==> src/rtl/avg_frame_tx.sv <==
// avg_frame_tx -- transmit sequencer for the averaged sensor frame.
//
// Captures a PAYLOAD_BYTES-byte frame when frame_valid strobes while idle.
// The frame is streamed most-significant byte first over a valid/ready
// handshake, followed by a two-byte CRC-16/USB trailer (low byte first).
// Frames that arrive while a transfer is in progress are dropped, and
// drop_count tracks them, saturating at 8'hFF.
//
// Ports:
//   clk, n_rst    clock (rising edge), asynchronous active-low reset
//   frame_in      averaged payload; byte 0 is frame_in[8P-1 -: 8]
//   frame_valid   one-cycle strobe that qualifies frame_in
//   tx_data       registered byte to the USB transmitter
//   tx_valid      registered valid for tx_data
//   tx_ready      transmitter accepts tx_data this cycle
//   busy          high from capture until the last CRC byte is accepted
//   done          one-cycle pulse after the last CRC byte is accepted
//   drop_count    saturating count of frames dropped while busy
module avg_frame_tx #(
    parameter int PAYLOAD_BYTES = 64
) (
    input  logic                       clk,
    input  logic                       n_rst,
    input  logic [8*PAYLOAD_BYTES-1:0] frame_in,
    input  logic                       frame_valid,
    output logic [7:0]                 tx_data,
    output logic                       tx_valid,
    input  logic                       tx_ready,
    output logic                       busy,
    output logic                       done,
    output logic [7:0]                 drop_count
);

    localparam int FW    = 8 * PAYLOAD_BYTES;
    localparam int IDX_W = (PAYLOAD_BYTES > 1) ? $clog2(PAYLOAD_BYTES) : 1;
    localparam logic [IDX_W-1:0] LAST_IDX = IDX_W'(PAYLOAD_BYTES - 1);

    typedef enum logic [1:0] {
        IDLE,
        SEND_DATA,
        SEND_CRC_LO,
        SEND_CRC_HI
    } state_t;

    state_t            state_q, state_d;
    logic [FW-1:0]     buf_q, buf_d;
    logic [IDX_W-1:0]  idx_q, idx_d;
    logic [15:0]       crc_q, crc_d;
    logic [7:0]        tx_data_q, tx_data_d;
    logic              tx_valid_q, tx_valid_d;
    logic              done_q, done_d;
    logic [7:0]        drop_q, drop_d;
    logic              accept;

    // Reflected CRC-16 (poly 0xA001), one full byte per call, LSB first.
    function automatic logic [15:0] crc16_usb_byte(input logic [15:0] crc,
                                                   input logic [7:0]  d);
        logic [15:0] c;
        c = crc ^ {8'h00, d};
        for (int i = 0; i < 8; i++)
            c = c[0] ? ((c >> 1) ^ 16'hA001) : (c >> 1);
        return c;
    endfunction

    assign accept = tx_valid_q && tx_ready;

    always_comb begin
        state_d    = state_q;
        buf_d      = buf_q;
        idx_d      = idx_q;
        crc_d      = crc_q;
        tx_data_d  = tx_data_q;
        tx_valid_d = tx_valid_q;
        done_d     = 1'b0;
        drop_d     = drop_q;

        case (state_q)
            IDLE: begin
                if (frame_valid) begin
                    // The buffer is kept pre-shifted so its top byte is always
                    // the next byte to present; byte 0 goes straight out.
                    tx_data_d  = frame_in[FW-1 -: 8];
                    buf_d      = frame_in << 8;
                    tx_valid_d = 1'b1;
                    idx_d      = '0;
                    crc_d      = 16'hFFFF;
                    state_d    = SEND_DATA;
                end
            end
            SEND_DATA: begin
                if (accept) begin
                    crc_d = crc16_usb_byte(crc_q, tx_data_q);
                    if (idx_q == LAST_IDX) begin
                        // Trailer low byte uses the CRC that includes this byte.
                        tx_data_d = ~crc_d[7:0];
                        state_d   = SEND_CRC_LO;
                    end else begin
                        idx_d     = idx_q + 1'b1;
                        tx_data_d = buf_q[FW-1 -: 8];
                        buf_d     = buf_q << 8;
                    end
                end
            end
            SEND_CRC_LO: begin
                if (accept) begin
                    tx_data_d = ~crc_q[15:8];
                    state_d   = SEND_CRC_HI;
                end
            end
            SEND_CRC_HI: begin
                if (accept) begin
                    tx_valid_d = 1'b0;
                    done_d     = 1'b1;
                    state_d    = IDLE;
                end
            end
            default: state_d = IDLE;
        endcase

        // A strobe on the final-accept cycle still sees a busy state and is dropped.
        if (frame_valid && (state_q != IDLE) && (drop_q != 8'hFF))
            drop_d = drop_q + 8'd1;
    end

    always_ff @(posedge clk or negedge n_rst) begin
        if (!n_rst) begin
            state_q    <= IDLE;
            buf_q      <= '0;
            idx_q      <= '0;
            crc_q      <= 16'hFFFF;
            tx_data_q  <= 8'h00;
            tx_valid_q <= 1'b0;
            done_q     <= 1'b0;
            drop_q     <= 8'h00;
        end else begin
            state_q    <= state_d;
            buf_q      <= buf_d;
            idx_q      <= idx_d;
            crc_q      <= crc_d;
            tx_data_q  <= tx_data_d;
            tx_valid_q <= tx_valid_d;
            done_q     <= done_d;
            drop_q     <= drop_d;
        end
    end

    assign tx_data    = tx_data_q;
    assign tx_valid   = tx_valid_q;
    assign busy       = (state_q != IDLE);
    assign done       = done_q;
    assign drop_count = drop_q;

endmodule

==> config.mk <==
export PLATFORM = sky130hd
export DESIGN_NAME = avg_frame_tx
export DESIGN_NICKNAME = d
export VERILOG_FILES = /design/src/rtl/avg_frame_tx.sv
export SDC_FILE = /design/constraint.sdc
export NUM_CORES = 1
export LEC_CHECK = 0
export ABC_AREA = 1
export CORE_MARGIN = 4
export CORE_UTILIZATION = 58
export CTS_BUF_LIST = sky130_fd_sc_hd__clkbuf_8
export DETAILED_ROUTE_END_ITERATION = 10
export GPL_TIMING_DRIVEN = 0
export PLACE_DENSITY = 0.85
export SETUP_SLACK_MARGIN = 0.02
export SYNTH_ARGS = -nofsm -noshare
export SYNTH_HDL_FRONTEND = slang
export SYNTH_SLANG_ARGS = --single-unit
==> constraint.sdc <==
create_clock -name clk -period 3.65 [get_ports clk]
set_input_delay 0.73 -clock clk [delete_from_list [all_inputs] [get_ports clk]]
set_output_delay 0.73 -clock clk [all_outputs]
set_load 0.005 [all_outputs]
# Yosys cells after proc, flatten, opt, wreduce, memory -nomap -nowiden

Cells that the tools add are included.

Bits in registers: 554
Input port bits: 516
Logic and storage cells: 80

Add/subtract/negate cells: 2
Eq/ne operators: 11
Multiplexer cells: 35
Bitwise logic cells: 11
Reductions and logical operators: 13

Operators by type and width:

| cell                | count |
|---|---|
| $mux 512            | 3 |
| $pmux 512 s2        | 1 |
| $mux 16             | 10 |
| $mux 8              | 4 |
| $pmux 16 s2         | 1 |
| $not 2->3           | 8 |
| $pmux 8 s3          | 1 |
| $mux 6              | 3 |
| $not 8->8           | 2 |
| $xor 16x8->16       | 1 |
| $ne 2x2->1 const B  | 6 |
| $pmux 6 s2          | 1 |
| $mux 2              | 5 |
| $add 8x1->8 const B | 1 |
| $ne 8x8->1 const B  | 1 |
| $pmux 2 s4          | 1 |
| $reduce_and 4->1    | 2 |
| $add 6x1->6 const B | 1 |
| $eq 6x6->1 const B  | 1 |
| $reduce_and 3->1    | 2 |
| $reduce_bool 2->1   | 3 |
| $reduce_and 5->1    | 1 |
| $eq 2x2->1 const B  | 2 |
| $mux 1              | 4 |
| other kinds (5)     | 7 |

# Logic depth before layout (Yosys ltp)

Depth after elaboration: 21
Depth in mapped cells: 17
Gate-level depth less buffers: 17

# Worst setup path before layout

OpenSTA, ideal clock, no wires.

Path type: register to register
Start point: register state_q[0]
End point: register buf_q[434]
Arrival time: 1.929 ns
Data required time: 3.521 ns
Slack: 1.592 ns
Stages on the path, launching flop included: 17
Buffers on the path: 3
Clock period less this slack: 2.058 ns
Cells stage by stage: dfrtp_1 > inv_1 > ha_1 > inv_2 > nor2_2 > inv_2 > nand2_2 > inv_2 > o21ai_4 > inv_6 > nand2_4 > inv_4 > buf_6 > buf_8 > buf_6 > nor2_2 > a31oi_2

Word-level cells in the longest chain between the ends: 3
Elaborated cells between the ends (all ways): 8
Classes of those cells: eq/ne: 4; mux: 1; reduce/logical: 3

RTL lines:

| element                                                          | line | source |
|---|---|---|
| start, declared                                                  | 45   | `state_t state_q, state_d;` |
| start signal, assigned                                           | 136  | `state_q <= state_d;` |
| $eq 2x1->1 or $logic_not 2->1 (tied branches)                    | 77   | `case (state_q)` |
| $ne 2x2->1 (no source line) or $reduce_bool 2->1 (tied branches) | n/a  |  |
| $reduce_and 4->1 (no source line)                                | n/a  |  |
| end signal, assigned                                             | 137  | `buf_q <= buf_d;` |
| end, declared                                                    | 46   | `logic [FW-1:0] buf_q, buf_d;` |

Parallel ways exist; a longest one is shown, timed or not.
A chain may end at the register's enable or synchronous reset.

# Worst setup path in the final report

Start point: register state_q[0]
End point: output port busy

Word-level cells in the longest chain between the ends: 1

RTL lines:

| element           | line | source |
|---|---|---|
| $reduce_bool 2->1 | 149  | `assign busy = (state_q != IDLE);` |
| end, declared     | 29   | `output logic busy,` |

Every way passes these cells.

==> metrics.md <==
| Metric | Value |
|---|---|
| FMAX | ~330 MHz |
| TritonRoute pass-1 iters | 7 |
| CTS clk-pin slew, worst paths | roughly 70 ps |
| Simple-Gate Fraction of Synth Area | 21.9% |
| PortBufs | between 500 and 600 |
| Synth Area in Compound Gates | 22.4% |
| Final GP Congestion | 0.934 |
| Crit path max fanout | 4 |
| Switching Share | 22.7% |
| Power Density | around 360 mW/mm^2 |
| Starting Density | around three fifths |
| CTS H-tree lvls | 3 |
| Die Height | roughly 230 um |
| Area delta synth->final | 29.5% |
| P_leak | 14.2 nW |
| Total CTS buffers | 89 |
| Setup crit end | busy |
| DR WL/cell | between 15 and 20 um |
| Io pins | 535 |
| DIE AREA | roughly 0.052 mm^2 |
| Vias/cell | 5.60 |
| Met3 wire length | ~6.4 mm |
| Crit. End Element | output pin |
| Top routing layer used | met5 |
| Slew of the pin with the lowest slew margin | between 900 and 1000 ps |
| Seq/Total Area, Yosys | 49.2% |
| Critical path type | reg2out |
| Peak VDD IR | 326 uV |
| Syn nets | about 3,500 |
| Skew-Pair Late Insertion Delay | slightly below 700 ps |
| Clock Path Buffers | 3 |
| Final hold violations | 0 |
| Status | complete, no violations |
| CTS tree | built |
| Nets | 4,172 |
| Pin count of the biggest net entering global routing | roughly 130 |
| Largest family of logic cells by synthesized area | compound AO/OA/AOI/OAI gates |
| Clk sinks | around 550 |
| R2R Setup Slk | roughly 650 ps |
| Layout cells sized above 1 | a little under a fifth |
| Root Buffer | clkbuf_8 |
| Core Util, Final | between 70% and 80% |
| Worst Setup SP | state_q[0] |
| Comb power frac | 7.1% |
| Final Slew Violations | 0 |
| Sw power | between 2 and 3 mW |
| Worst min-delay path class | in2async |
| Initial antenna violation count | 15 |
| Avg Inst Size Synth | about 9.2 um^2 |
| # DRC | 0 |
| Clock share of power | between 40% and 50% |
| Placed cell count | between 4,000 and 5,000 |
| Post-route ant nets | 0 |
| Final TNS setup | 0 ps |
| R2r startpoint | state_q[1] |
| Fin crit share | between 80 and 90% |
| Total gr overflow | 0 |
| Synthesized cell area | about 0.028 mm^2 |
| Synth Register Bits | between 500 and 600 |
| Hold Buf Count CTS | 0 |
| Synth area leader | dfrtp_1 |
| First DRT Iteration DRCs | 1,972 |
| CORE AREA | 0.0475 mm^2 |
| Post-CTS Repair Setup Buffers | 0 |
| RSZ-0062 raised after global routing | no |
| Post-synthesis instance total | just over 3,000 |
| Critical Path AT | about 2300 ps |
| Met1 WL | 32.7 mm |
| # rows | 80 |
| Vias in the first global route | between 20,000 and 30,000 |
| Seq pwr share | between 40% and 50% |
| Top post-synthesis cells by area | dfrtp_1 (48%), a31oi_2 (19%), nand2_1 (14%), nor2_1 (6.8%), buf_6 (2.3%) |
| Vias | between 20,000 and 25,000 |
| Warnings, synthesis | 0 |
| Yosys cell types | between 40 and 50 |
| Hold Worst Slack | approximately 24 ps |
| Adder-Cell Fraction of Synth Area | less than 1% |
| Internal power | 9.91 mW |
| Slew Limit Headroom | between 30% and 40% |
| Synth top area share | between 40% and 50% |
| Max-cap violations | 0 |
| Chip width | 227 um |
| Total Routing Usage GR | ~33% |
| Clk_skew | around 30 ps |
| Resized cells post-CTS | 0 |
| Setup violators final | 0 |
| Mux cell area share after synthesis | 0% |
| Half-perimeter wire length after placement | between 60 and 70 mm |
| Crit start category | flip-flop |
| R2R depth | 8 |
| Total routed wirelength | ~86 mm |
| Met2 wire length | ~42 mm |
| Post-route non-filler standard cell count | ~4,300 |
| First-pass GRT wire length | 132 mm |
| Synth Area in XOR/XNOR | less than 1% |
| Critical Path RT | about 2900 ps |
| Tmin final | 3040 ps |
| Reg-to-reg endpoint | buf_q[427] |
worst min-delay path by stage:
stage               cells after the start         end      from
floorplan                               0  buf_q[100]     n_rst
global placement                        1    idx_q[5]  idx_q[5]
detailed placement                      1    idx_q[5]  idx_q[5]
CTS                                     1  buf_q[432]     n_rst
global route                            1  buf_q[432]     n_rst
finish                                  1  buf_q[432]     n_rst
through the flow:
| step | total power [mW] | cell area, um^2 | setup slack [ps] |
|---|---|---|---|
| after floorplan | 6.32 | 27800 | 1590 |
| after global placement | 7.18 | 33900 | -21510 |
| after detailed placement | 7.19 | 34100 | 377 |
| after CTS | 12.9 | 36000 | 551 |
| after global routing | 13.2 | 36000 | 463 |
| final | 12.8 | 36000 | 607 |
cell usage after synthesis (all sizes together):
cell type     n
clkbuf      136
xor2          9
nand3        15
a21oi        11
a22oi         3
dfstp        16
nand4         1
nor3          7
a31oi       494
xnor2         7
a2bb2oi       1
o221ai        6
nor4          1
a22o          8
buf          88
nor2        512
dfrtp       530
ha            7
a221oi        1
o211ai        9
inv          63
o21ai        14
o22ai        10
nor3b         1
nand2      1069
o32ai         1
kinds of logic after synthesis:
| logic type | after synthesis |
|---|---|
| AO/OA/AOI/OAI | 558 |
| XOR/XNOR | 16 |
| adder cells (fa/ha/maj) | 7 |
| buffers and inverters | 287 |
| AND/OR/NAND/NOR | 1606 |
| flip-flops | 546 |
critical path, stage by stage, from the launching register on:
cell and delay, ps:
dfrtp_1 410, inv_1 100, ha_1 300, inv_2 180, clkdlybuf4s50_1 640
cells in the final DEF, fill, tap and decap left out, drive strengths merged, types with 2 or more instances in the layout:
cell           synthesis  final
clkbuf               136    260
clkinvlp               0      2
dfrtp                530    530
clkinv                 0      6
a22o                   8      8
a31oi                494    494
bufinv                 0      3
buf                   88     93
ha                     7      7
clkdlybuf4s50          0    533
nor2                 512    512
xnor2                  7      7
diode                  0     11
o211ai                 9      9
xor2                   9      9
o221ai                 6      6
nand3                 15     15
a22oi                  3      3
dfstp                 16     16
inv                   63     88
nor3                   7      7
o21ai                 14     14
o22ai                 10     10
a21oi                 11     11
nand2               1069   1069
power by group through the flow:
stage          clock (mW)  combinational, mW  sequential [mW]
5_1_grt              6.06              0.974             6.17
4_1_cts              5.78              0.917             6.17
6_report             5.75              0.911             6.17
2_1_floorplan           0             0.0647             6.26
3_3_place_gp            0              0.886             6.29
3_5_place_dp            0              0.910             6.28
cell type report:
class | count | area (um^2)
clock inverters | 36 | 234
plain buffers | 224 | 1360
diodes | 11 | 27.5
multi-input cells | 2187 | 12500
well taps | 615 | 769
clock buffers | 124 | 1710
repair buffers | 538 | 5460
inverters | 63 | 244
fillers | 3232 | 11500
flip-flops and latches | 546 | 13700
state kept, by name (all words and copies together) (netlist names):
name	flops
idx_q	6
done	1
crc_q	16
tx_valid	1
tx_data	8
buf_q	504
state_q	2
drop_count	8
layer usage:
| layer | GRT usage, % | up-vias |
|---|---|---|
| met5 | 0 | - |
| met4 | 15.9 | 14 |
| met3 | 8.24 | 252 |
| met2 | 55.0 | 920 |
| met1 | 39.4 | 11788 |
| li1 | - | 11340 |
(Power assumes the default switching activity.)
